--- config.mk ---
export PLATFORM = sky130hd
export DESIGN_NAME = register_file_write_arbiter
export DESIGN_NICKNAME = d
export VERILOG_FILES = /design/src/rtl/register_file_write_arbiter.sv
export SDC_FILE = /design/constraint.sdc
export NUM_CORES = 1
export LEC_CHECK = 0
export ABC_AREA = 0
export BUFFER_PORTS_ARGS = -buffer_cell sky130_fd_sc_hd__buf_2
export CORE_ASPECT_RATIO = 1.5
export CORE_MARGIN = 8
export CORE_UTILIZATION = 30
export CTS_CLUSTER_SIZE = 20
export DETAILED_ROUTE_END_ITERATION = 8
export PLACE_DENSITY = 0.72
export SETUP_SLACK_MARGIN = 0.1
export SYNTH_ARGS = -nofsm -noshare
export SYNTH_HDL_FRONTEND = slang
export SYNTH_SLANG_ARGS = --single-unit
--- constraint.sdc ---
create_clock -name clk_i -period 5 [get_ports clk_i]
set_input_delay 1.5 -clock clk_i [delete_from_list [all_inputs] [get_ports clk_i]]
set_output_delay 1.5 -clock clk_i [all_outputs]
set_load 0.05 [all_outputs]
--- src/rtl/register_file_write_arbiter.sv ---
// register_file_write_arbiter: round-robin owner of the RF write port, with registered
// writes and forwarding of in-flight write data to both read ports.
module register_file_write_arbiter #(
  parameter int NUM_REQ    = 4,
  parameter int ADDR_WIDTH = 4,
  parameter int DataWidth  = 16,
  parameter int FwdDepth   = 2
) (
  input  logic                            clk_i,
  input  logic                            rst_ni,
  input  logic                            hold_i,
  input  logic [NUM_REQ-1:0]              req_valid_i,
  input  logic [NUM_REQ*ADDR_WIDTH-1:0]   req_addr_i,
  input  logic [NUM_REQ*DataWidth-1:0]    req_data_i,
  output logic [NUM_REQ-1:0]              req_ready_o,
  output logic                            rf_we_o,
  output logic [ADDR_WIDTH-1:0]           rf_waddr_o,
  output logic [DataWidth-1:0]            rf_wdata_o,
  input  logic [ADDR_WIDTH-1:0]           raddr_a_i,
  output logic [DataWidth-1:0]            rdata_a_o,
  input  logic [ADDR_WIDTH-1:0]           raddr_b_i,
  output logic [DataWidth-1:0]            rdata_b_o,
  input  logic [DataWidth-1:0]            rf_rdata_a_i,
  input  logic [DataWidth-1:0]            rf_rdata_b_i,
  output logic                            busy_o
);
  localparam int PW = $clog2(NUM_REQ);
  localparam logic [PW:0] NR = (PW+1)'(NUM_REQ);
  logic [PW-1:0]          ptr_q, ptr_d, off, gnt_idx;
  logic [2*NUM_REQ-1:0]   dbl;
  logic [PW:0]            sum;
  logic                   gnt;
  logic [ADDR_WIDTH-1:0]  sel_addr, waddr_q, waddr_d, f1_addr_q, f1_addr_d;
  logic [DataWidth-1:0]   sel_data, wdata_q, wdata_d, f1_data_q, f1_data_d;
  logic                   we_q, we_d, f1_vld_q, f1_vld_d;
  // Rotate valids so the pointer sits at bit 0; the lowest set bit is the winner.
  always_comb begin
    dbl = {req_valid_i, req_valid_i} >> ptr_q;
    gnt = rst_ni && !hold_i && |dbl[NUM_REQ-1:0];
    off = '0;
    for (int i = NUM_REQ-1; i >= 0; i--) off = dbl[i] ? PW'(i) : off;
    sum = {1'b0, ptr_q} + {1'b0, off};
    gnt_idx = (sum >= NR) ? PW'(sum - NR) : sum[PW-1:0];
    sel_addr = '0;
    sel_data = '0;
    for (int k = 0; k < NUM_REQ; k++) begin
      if (gnt_idx == PW'(k)) begin
        sel_addr = req_addr_i[k*ADDR_WIDTH +: ADDR_WIDTH];
        sel_data = req_data_i[k*DataWidth +: DataWidth];
      end
    end
    req_ready_o = gnt ? (NUM_REQ'(1) << gnt_idx) : '0;
    ptr_d = gnt ? ((gnt_idx == PW'(NUM_REQ-1)) ? '0 : gnt_idx + 1'b1) : ptr_q;
    we_d = gnt && (sel_addr != '0);
    waddr_d = we_d ? sel_addr : waddr_q;
    wdata_d = we_d ? sel_data : wdata_q;
    f1_vld_d = (FwdDepth > 1) && we_q;
    f1_addr_d = we_q ? waddr_q : f1_addr_q;
    f1_data_d = we_q ? wdata_q : f1_data_q;
  end
  always_ff @(posedge clk_i or negedge rst_ni) begin
    if (!rst_ni) begin
      ptr_q     <= '0;
      we_q      <= 1'b0;
      waddr_q   <= '0;
      wdata_q   <= '0;
      f1_vld_q  <= 1'b0;
      f1_addr_q <= '0;
      f1_data_q <= '0;
    end else begin
      ptr_q     <= ptr_d;
      we_q      <= we_d;
      waddr_q   <= waddr_d;
      wdata_q   <= wdata_d;
      f1_vld_q  <= f1_vld_d;
      f1_addr_q <= f1_addr_d;
      f1_data_q <= f1_data_d;
    end
  end
  // The write being issued this cycle is entry 0; entry 1 is the one the RF just sampled.
  always_comb begin
    rdata_a_o = (raddr_a_i == '0) ? rf_rdata_a_i :
                (we_q && waddr_q == raddr_a_i) ? wdata_q :
                (f1_vld_q && f1_addr_q == raddr_a_i) ? f1_data_q : rf_rdata_a_i;
    rdata_b_o = (raddr_b_i == '0) ? rf_rdata_b_i :
                (we_q && waddr_q == raddr_b_i) ? wdata_q :
                (f1_vld_q && f1_addr_q == raddr_b_i) ? f1_data_q : rf_rdata_b_i;
  end
  assign rf_we_o    = we_q;
  assign rf_waddr_o = waddr_q;
  assign rf_wdata_o = wdata_q;
  assign busy_o     = we_q | f1_vld_q;
endmodule

==> run_results.csv, run 1 <==
group,metric,value,unit
timing,slew_viol_final,0,
timing,hold_viol_final,0,
setup_path,arrival,3410,ps
route,viasPerCell,5.07,
global_routing,grt.met1_usage,18.2,%
setup_path,rr_endpoint,"rf_wdata_o[9]",
timing,setup_viol,0,
flow_run,maxCapViolCount,0,
route,first_pass_iters,4,
synthesis,netlist_top_cells_count,"44 x dfrtp_1, 37 x nor2_1, 32 x a221o_1",
layout,multiInputGateArea,2050,um2
floorplan,rows,47,
hold_path,min_path_type,"reg2reg",
pwr,ir_drop,533,uV
clock_tree,cts_buffer_depth,2,
layout,fillers,1077,
timing,min_period,4910,ps
setup_path,path_class,"in2out",
timing,post-route-period-util,98.1,%
floorplan,die_h,144,um
pwr,leakage,0.00222,uW
synthesis,synth.most_common_cell,"dfrtp_1",
global_routing,met3_usage,3.37,%
setup_path,rrSetupSlack,1170,ps
route,finalWirelength,12.1,mm
floorplan,die_w,101,um
clock_tree,numCtsBuffers,5,
clock_tree,path_clk_slew,60,ps
setup_path,required,3500,ps
place,io_buffers,184,
synthesis,synth-async-reset-ratio,100,%
route,vias,3478,
layout,areaGrowthSynthToFinish,42.7,%
route,wl_per_cell,17.6,um
clock_tree,cts_tree,"built",
synthesis,synth_enable_flop_cells,0,
place,dp.cells,675,
synthesis,synth_area_leaders,"dfrtp_1 34%, a221o_1 9.8%, mux2_2 7.2%",
layout,postLayoutCoreUtil,43.1,%
global_routing,met2_usage,28.9,%
clock_tree,cts.sinks,44,
global_routing,grt_max_degree,45,
place,placed_area,4410,um2
global_routing,top_usage_layer,"met2",
hold_path,worstHoldEndpoint,"f1_data_q[10]",
layout,nets,671,
global_routing,grt_first_pass_wirelength,18.7,mm
synthesis,synth_top_area_share,33.5,%
layout,final_cells,686,
synthesis,syn_area,3280,um2
hold_path,min_path_cells,1,
floorplan,coreArea,10900,um2
setup_path,crit_fanout,2,
hold_path,min_from,"rf_wdata_o[10]",
timing,rsz0062_at_grt,"yes",
synthesis,syn_inst,353,
global_routing,antenna_found_initial,0,
global_routing,grt_pass1_vias,3765,
synthesis,yosys_warnings,0,
setup_path,ff2ff_path_depth,16,
clock_tree,clock-root-buffer,"clkbuf_16",
place,place_congestion,0.880,
global_routing,grt_use_total,16.2,%
setup_path,r2r-start,"ptr_q[0]",
synthesis,yosysTopAreaCell,"dfrtp_1",
setup_path,cp-start-kind,"input port",
floorplan,initial_core_util,30.2,%
synthesis,ys_seq_area_share,33.5,%
layout,seqCellArea,1100,um2
synthesis,ys_types,47,
timing,skew,7.62,ps
timing,relSlewSlack,52.2,%
timing,tightest_slew,716,ps
pwr,p_per_area,776,nW/um2
route,drtAntennaViolNets,0,
layout,fin_area,4690,um2
global_routing,grt-ovfl-total,0,
timing,max_freq,204,MHz
timing,whs,526,ps
status,status,"completed",
synthesis,ys_ff_latch,44,
place,hpwl,10.1,mm
floorplan,die-area,14600,um2
setup_path,endpoint_kind,"primary output",
synthesis,avgSynthCellArea,9.30,um2
clock_tree,htree_levels,2,
route,initialDrtViolationCount,83,
route,drcViolationCount,0,
synthesis,syn-num-nets,485,
synthesis,yosys_most_used_dff,"dfrtp_1",
layout,diodes,0,
floorplan,io_pins,185,
layout,drive_above_1_share,48.2,%
clock_tree,clkLatencyLatePin,280,ps
[stage by stage]
stage	setup WS, ps	power (uW)	TNS (ps)
final	93.1	3640	0
after CTS	1.95	3650	0
after global routing	-28.5	3940	-41.0
after detailed placement	-74.4	3290	-1260
after global placement	-2.68	3210	-3.04
after floorplan	114	2680	0
[sequential cells by signal, indices dropped and copies added (netlist names)]
| register | count |
|---|---|
| rf_we_o | 1 |
| ptr_q | 2 |
| rf_waddr_o | 4 |
| f1_data_q | 16 |
| f1_addr_q | 4 |
| f1_vld_q | 1 |
| rf_wdata_o | 16 |
[cell type report]
cell class	count	share of cell area, %
clock buffer	6	2.75
clock inverter	1	0.107
inverter	23	1.84
multi-input combinational	260	43.7
sequential	44	23.5
tap	147	3.92
timing repair buffer	205	24.2
[report_power, final]
| group | switching (uW) | internal, uW |
|---|---|---|
| clock | 121 | 181 |
| combinational | 1620 | 980 |
| sequential | 189 | 542 |
| total | 1930 | 1700 |
[placed cells by master, fill, tap and decap left out, types with 2 or more instances in the layout]
| cell type | n |
|---|---|
| clkbuf_16 | 5 |
| nor3_1 | 19 |
| o221ai_2 | 3 |
| xor2_1 | 6 |
| or3_1 | 3 |
| o21ai_1 | 2 |
| dfrtp_1 | 44 |
| nor2_1 | 36 |
| o22ai_1 | 4 |
| nand2b_1 | 3 |
| buf_6 | 4 |
| mux2i_1 | 17 |
| xnor2_1 | 10 |
| a221oi_2 | 2 |
| ha_2 | 5 |
| buf_2 | 178 |
| a22o_1 | 2 |
| nand2_1 | 6 |
| a221oi_1 | 17 |
| inv_1 | 21 |
| and2_4 | 2 |
| o21ai_0 | 4 |
| buf_4 | 20 |
| nor4_2 | 2 |
| inv_2 | 2 |
| nor2b_1 | 17 |
| buf_8 | 2 |
| mux2_2 | 21 |
| o31ai_1 | 2 |
| nand3_1 | 5 |
| a221o_1 | 32 |
| a21oi_1 | 16 |
| nor3b_4 | 2 |
| or2_2 | 2 |
[what timing repair did]
| action | 4_1_cts | 5_1_grt |
|---|---|---|
| endpoints found under the setup margin | 36 | 20 |
| pin swaps | 5 | 8 |
| cloned | 0 | 0 |
| hold buffers | 0 | 0 |
| setup buffers | 2 | 2 |
| resized for setup | 17 | 6 |
[worst max-delay path, stage by stage]
cell,delay (ps)
buf_6,90
or3_4,370
o211ai_1,90
o21ai_1,100
o221ai_2,80
ha_2,240
xor2_4,220
xor2_2,190
ha_2,210
inv_2,50
nor2_4,90
buf_6,160
[how the worst max path moves through the flow]
stage | from | to | slack (ps) | depth (start not counted)
final | req_valid_i[2] | req_ready_o[3] | 90 | 12
after global routing | req_valid_i[2] | req_ready_o[3] | -30 | 12
after CTS | req_valid_i[3] | req_ready_o[3] | 2 | 13
after detailed placement | raddr_a_i[3] | rdata_a_o[11] | -70 | 7
after global placement | raddr_b_i[2] | rdata_b_o[10] | -3 | 7
after floorplan | req_valid_i[2] | req_ready_o[1] | 110 | 11
[cells by family after synthesis]
| kind of cell | synth area share, % |
|---|---|
| xor gates and xnor gates | 5.07 |
| muxes | 12.4 |
| buffers and inverters | 6.70 |
| adders and majority gates | 1.90 |
| and+or+nand+nor | 16.8 |
| DFF | 33.5 |
| AOI/OAI and AO/OA | 23.6 |
[routing by layer]
layer	wire length [um]	up-vias
met4	320	0
met5	0	-
met3	808	22
li1	-	1682
met2	6310	132
met1	4620	1642
(Power assumes the default switching activity.)
==> inputs of run 2 (changes only) <==
Settings changed: ABC_AREA 0 to 1, PLACE_DENSITY 0.72 to 0.69.
==> run 2 against run 1 <==
Sequential cell count unchanged; hold slack improved by 20 ps; clock power increased by 30%; register-to-register slack improved by 470 ps; largest cell class unchanged.
==> run_results.csv, run 2 <==
group,metric,value,unit
timing,rsz0062_at_grt,"yes",
pwr,p_per_area,790,nW/um2
timing,tightest_slew,576,ps
layout,nets,1028,
timing,post-route-period-util,95.7,%
synthesis,ys_ff_latch,44,
setup_path,rrSetupSlack,1640,ps
synthesis,synth_xor_area_share,0.835,%
synthesis,synth_top_family_by_area,"simple AND/OR/NAND/NOR gates",
route,initialDrtViolationCount,213,
timing,hold_viol_final,0,
timing,min_period,4780,ps
timing,skew,3.52,ps
setup_path,critPathCapture,"req_ready_o[0]",
layout,final_cells,1063,
clock_tree,path_clk_slew,60,ps
pwr,power.total,4330,uW
route,first_pass_iters,5,
layout,fin_area,5480,um2
clock_tree,cts.sinks,44,
layout,drive_above_1_share,27.3,%
synthesis,synth_top_area_share,26.2,%
global_routing,grt_max_degree,45,
place,hpwl,11.7,mm
layout,mostFrequentLayoutCells,"254 x nand2_1, 180 x buf_2, 84 x inv_1, 80 x nor2_1, 56 x o21ai_0",
setup_path,endpoint_kind,"primary output",
place,placed_area,5260,um2
floorplan,die-area,18100,um2
hold_path,min_path_type,"reg2reg",
route,finalWirelength,14.7,mm
route,drtAntennaViolNets,0,
floorplan,die_h,161,um
place,dp_slack,82.0,ps
timing,relSlewSlack,61.6,%
global_routing,grt_pass1_vias,4985,
global_routing,grt_first_pass_wirelength,24.2,mm
clock_tree,cts_tree,"built",
floorplan,initial_core_util,30.3,%
synthesis,yosys_most_used_dff,"dfrtp_1",
layout,final_common_cell,"nand2_1",
setup_path,setup.worst_path.start,"req_valid_i[1]",
clock_tree,clock-root-buffer,"clkbuf_16",
route,vias,4912,
pwr,ir_drop,1220,uV
synthesis,synth-async-reset-ratio,100,%
setup_path,crit_fanout,4,
place,dp.cells,1053,
synthesis,ys_seq_area_share,26.2,%
synthesis,syn_area,4200,um2
setup_path,r2r-start,"ptr_q[0]",
synthesis,synth_enable_flop_cells,0,
synthesis,syn_inst,722,
synthesis,synth.most_common_cell,"nand2_1",
route,viasPerCell,4.62,
floorplan,rows,53,
synthesis,synth-compound-area-share,12.8,%
setup_path,rr_endpoint,"rf_wdata_o[4]",
route,wl_per_cell,13.9,um
setup_path,arrival,3280,ps
synthesis,synth_area_leaders,"dfrtp_1 26%, nand2_1 23%, inv_1 7.7%",
clock_tree,clkLatencyLatePin,290,ps
global_routing,grt-ovfl-total,0,
floorplan,io_pins,185,
timing,slew_viol_final,0,
flow_run,maxCapViolCount,0,
setup_path,ff2ff_path_depth,22,
floorplan,die_w,113,um
synthesis,yosys.area_share.adder,1.49,%
layout,areaGrowthSynthToFinish,30.5,%
setup_path,path_class,"in2out",
clock_tree,cts_buffer_depth,2,
synthesis,yosys-mux-area-fraction,0,%
status,status,"completed",
timing,setup_ws,217,ps
timing,setup_viol,0,
global_routing,antenna_found_initial,1,
route,drcViolationCount,0,
pwr,leakage,0.00323,uW
synthesis,netlist_top_cells_count,"254 x nand2_1, 86 x inv_1, 83 x nor2_1",
place,io_buffers,184,
synthesis,yosys_warnings,0,
clock_tree,numCtsBuffers,5,
global_routing,grt_use_total,16.1,%
synthesis,ys_types,33,
synthesis,syn-num-nets,854,
synthesis,avgSynthCellArea,5.81,um2
synthesis,yosysTopAreaCell,"dfrtp_1",
clock_tree,htree_levels,2,
setup_path,cp-start-kind,"input port",
timing,setup_tns,0,ps
synthesis,synth-simple-area-share,45.1,%
timing,max_freq,209,MHz
setup_path,required,3500,ps
place,place_congestion,0.884,
floorplan,coreArea,13900,um2
run 2: area by class of cell:
type                       instances  area, um2
antenna                            1       2.50
clock buffer                       6        139
clock inverter                     2       38.8
fill                            1558       8380
inverter                          93        349
multi-input combinational        548       2550
sequential                        44       1100
tap                              165        206
timing repair buffer             204       1080
run 2: cell families after synthesis:
| logic type | after synthesis |
|---|---|
| and+or+nand+nor | 438 |
| buffers and inverters | 130 |
| AOI/OAI and AO/OA | 101 |
| DFF | 44 |
| adders and majority gates | 5 |
| xor gates and xnor gates | 4 |
run 2: report_power, final:
part | leakage, uW | internal [uW] | switching (uW) | total [uW]
sequential | 0.000566 | 525 | 179 | 704
combinational | 0.00258 | 1010 | 2220 | 3230
clock | 0.0000871 | 250 | 143 | 393
run 2: layer usage:
| layer | up-vias | wire length (um) | GRT usage, % |
|---|---|---|---|
| met1 | 2105 | 5980 | 17.4 |
| met3 | 10 | 977 | 3.12 |
| met2 | 177 | 7540 | 30.2 |
| li1 | 2620 | - | - |
| met5 | - | 0 | 0 |
| met4 | 0 | 253 | 5.73 |
run 2: worst min-delay path by stage:
stage / to / cells after the start / slack (ps) / startpoint
CTS: f1_data_q[9] / 2 / 550 / f1_data_q[9]
floorplan: f1_data_q[10] / 2 / 520 / f1_data_q[10]
global placement: f1_data_q[15] / 2 / 530 / f1_data_q[15]
global route: f1_data_q[9] / 2 / 560 / f1_data_q[9]
detailed placement: f1_data_q[15] / 2 / 540 / f1_data_q[15]
finish: f1_data_q[9] / 2 / 550 / f1_data_q[9]
run 2: critical path, cell delays in order:
cell      delay [ps]
buf_2            110
nand2_1           80
nand3_1           80
nand2_1          110
nand3_1           80
a21boi_1         130
ha_1             170
xnor2_1           80
xor2_1           170
buf_4            150
inv_2             80
ha_4             160
inv_1             60
nor2_1           110
buf_4            220
run 2: metrics by stage:
stage,hold WS (ps),util (%)
CTS,551,39.3
floorplan,517,-
finish,545,39.5
global placement,528,37.9
global route,560,39.5
detailed placement,542,37.9
run 2: what timing repair did:
item	in CTS	in global routing
pin swaps	1	2
hold buffers	0	0
setup endpoints to repair	3	4
setup buffers	0	1
gates resized for setup	4	8
==> inputs of run 3 (changes only) <==
Settings changed: GPL_TIMING_DRIVEN from default to 0, RECOVER_POWER from default to 100.
==> run 3 against run 2 <==
Clock skew rose by 0.98 ps; cell count rose by 1.7%; combinational power is 2% higher; register-to-register slack worse by 520 ps; worst setup slack lost 45 ps.
==> run_results.csv, run 3 (synthesis gave the netlist of run 2 again) <==
group,metric,value,unit
status,status,"completed",
timing,setup_tns,0,ps
clock_tree,htree_levels,2,
pwr,leakage,0.00318,uW
global_routing,antenna_found_initial,0,
place,dp.cells,1071,
setup_path,path_class,"in2out",
setup_path,cp-start-kind,"input port",
clock_tree,clkLatencyLatePin,280,ps
pwr,ir_drop,677,uV
route,viasPerCell,4.58,
setup_path,endpoint_kind,"primary output",
global_routing,grt_first_pass_wirelength,24.4,mm
timing,relSlewSlack,54.1,%
layout,final_common_cell,"nand2_1",
setup_path,arrival,3330,ps
clock_tree,path_clk_slew,60,ps
layout,final_cells,1081,
setup_path,crit_fanout,10,
layout,nets,1047,
timing,post-route-period-util,96.6,%
clock_tree,cts.sinks,44,
floorplan,rows,53,
clock_tree,cts_tree,"built",
floorplan,die_w,113,um
floorplan,die-area,18100,um2
timing,rsz0062_at_grt,"yes",
layout,mostFrequentLayoutCells,"252 x nand2_1, 143 x buf_2, 86 x inv_1, 80 x nor2_1, 56 x o21ai_0",
layout,diodes,0,
route,initialDrtViolationCount,177,
floorplan,initial_core_util,30.3,%
route,wl_per_cell,13.8,um
layout,fillers,1558,
layout,drive_above_1_share,23.9,%
layout,areaGrowthSynthToFinish,30.8,%
global_routing,grt_max_degree,46,
clock_tree,numCtsBuffers,5,
hold_path,min_path_type,"reg2reg",
clock_tree,holdBufCountCts,0,
global_routing,grt_use_total,16.4,%
global_routing,grt-ovfl-total,0,
flow_run,maxCapViolCount,0,
floorplan,io_pins,185,
route,finalWirelength,14.9,mm
route,first_pass_iters,4,
timing,max_freq,207,MHz
clock_tree,cts_buffer_depth,2,
place,place_congestion,0.885,
route,drcViolationCount,0,
timing,min_period,4830,ps
place,hpwl,12.7,mm
timing,setup_viol,0,
timing,skew,4.50,ps
floorplan,die_h,161,um
timing,tightest_slew,691,ps
route,vias,4954,
global_routing,grt_pass1_vias,5101,
pwr,p_per_area,789,nW/um2
floorplan,coreArea,13900,um2
timing,slew_viol_final,0,
setup_path,required,3500,ps
clock_tree,clock-root-buffer,"clkbuf_16",
timing,hold_viol_final,0,
place,io_buffers,184,
route,drtAntennaViolNets,0,
run 3: changes by cell type in the layout (fill, tap and decap cells not counted), sizes merged:
cell    change
buf        -48
diode       -1
clkbuf     +67
clkinv      +1
bufinv      -1
run 3: area by class of cell:
class | count | area (um2) | area share, %
Multi-Input combinational cell | 548 | 2550 | 46.4
Sequential cell | 44 | 1100 | 20.1
Timing Repair Buffer | 187 | 935 | 17.0
Inverter | 93 | 349 | 6.36
Tap cell | 165 | 206 | 3.76
Buffer | 36 | 201 | 3.67
Clock buffer | 6 | 139 | 2.53
Clock inverter | 2 | 10.0 | 0.182
run 3: final timing paths:
kind	startpoint	endpoint	slack, ps	cells after the start
worst max-delay path	raddr_a_i[3]	rdata_a_o[6]	170	12
worst min-delay path	f1_data_q[4]	f1_data_q[4]	560	2
worst max register to register	ptr_q[0]	rf_wdata_o[4]	1120	22
worst min register to register	f1_data_q[4]	f1_data_q[4]	560	2
max in group asynchronous	rst_ni	rf_wdata_o[14]	3400	1
min in group asynchronous	rst_ni	f1_addr_q[0]	1200	1
run 3: repair_timing:
action                                  CTS  global route
endpoints found under the setup margin    4             4
pin swaps                                 2             6
gates resized for setup                   8            18
buffers inserted                          1             2
run 3: metal layers:
layer / up-vias / track usage (%) / share of wire, %
li1: 2657 / - / -
met1: 2117 / 16.6 / 39
met2: 156 / 31.2 / 52
met3: 24 / 3.34 / 5.9
met4: 0 / 7.33 / 3.0
met5: - / 0 / 0
run 3: power by group:
group          internal [uW]  switching (uW)  total [uW]
Sequential               525             186         710
Clock                    197             128         324
Combinational           1020            2270        3300
run 3: critical path, stage by stage:
cell and delay (ps):
buf_2 120, inv_1 90, o21ai_0 110, a21oi_1 520, nand3_1 140, nand2_1 110, nand2_2 140, buf_6 200
nand2_1 50, nand2_1 40, inv_1 40, clkbuf_2 270
run 3: per-stage QoR:
step,utilization (%),instance area (um2),setup slack (ps),hold WS [ps],power (uW)
after global placement,38.5,5330,-347,532,3980
after CTS,39.7,5500,102,558,4360
after global routing,39.6,5490,49.5,567,4810
after floorplan,-,4210,109,517,3130
final,39.6,5490,172,556,4330
after detailed placement,38.5,5330,-380,545,4020
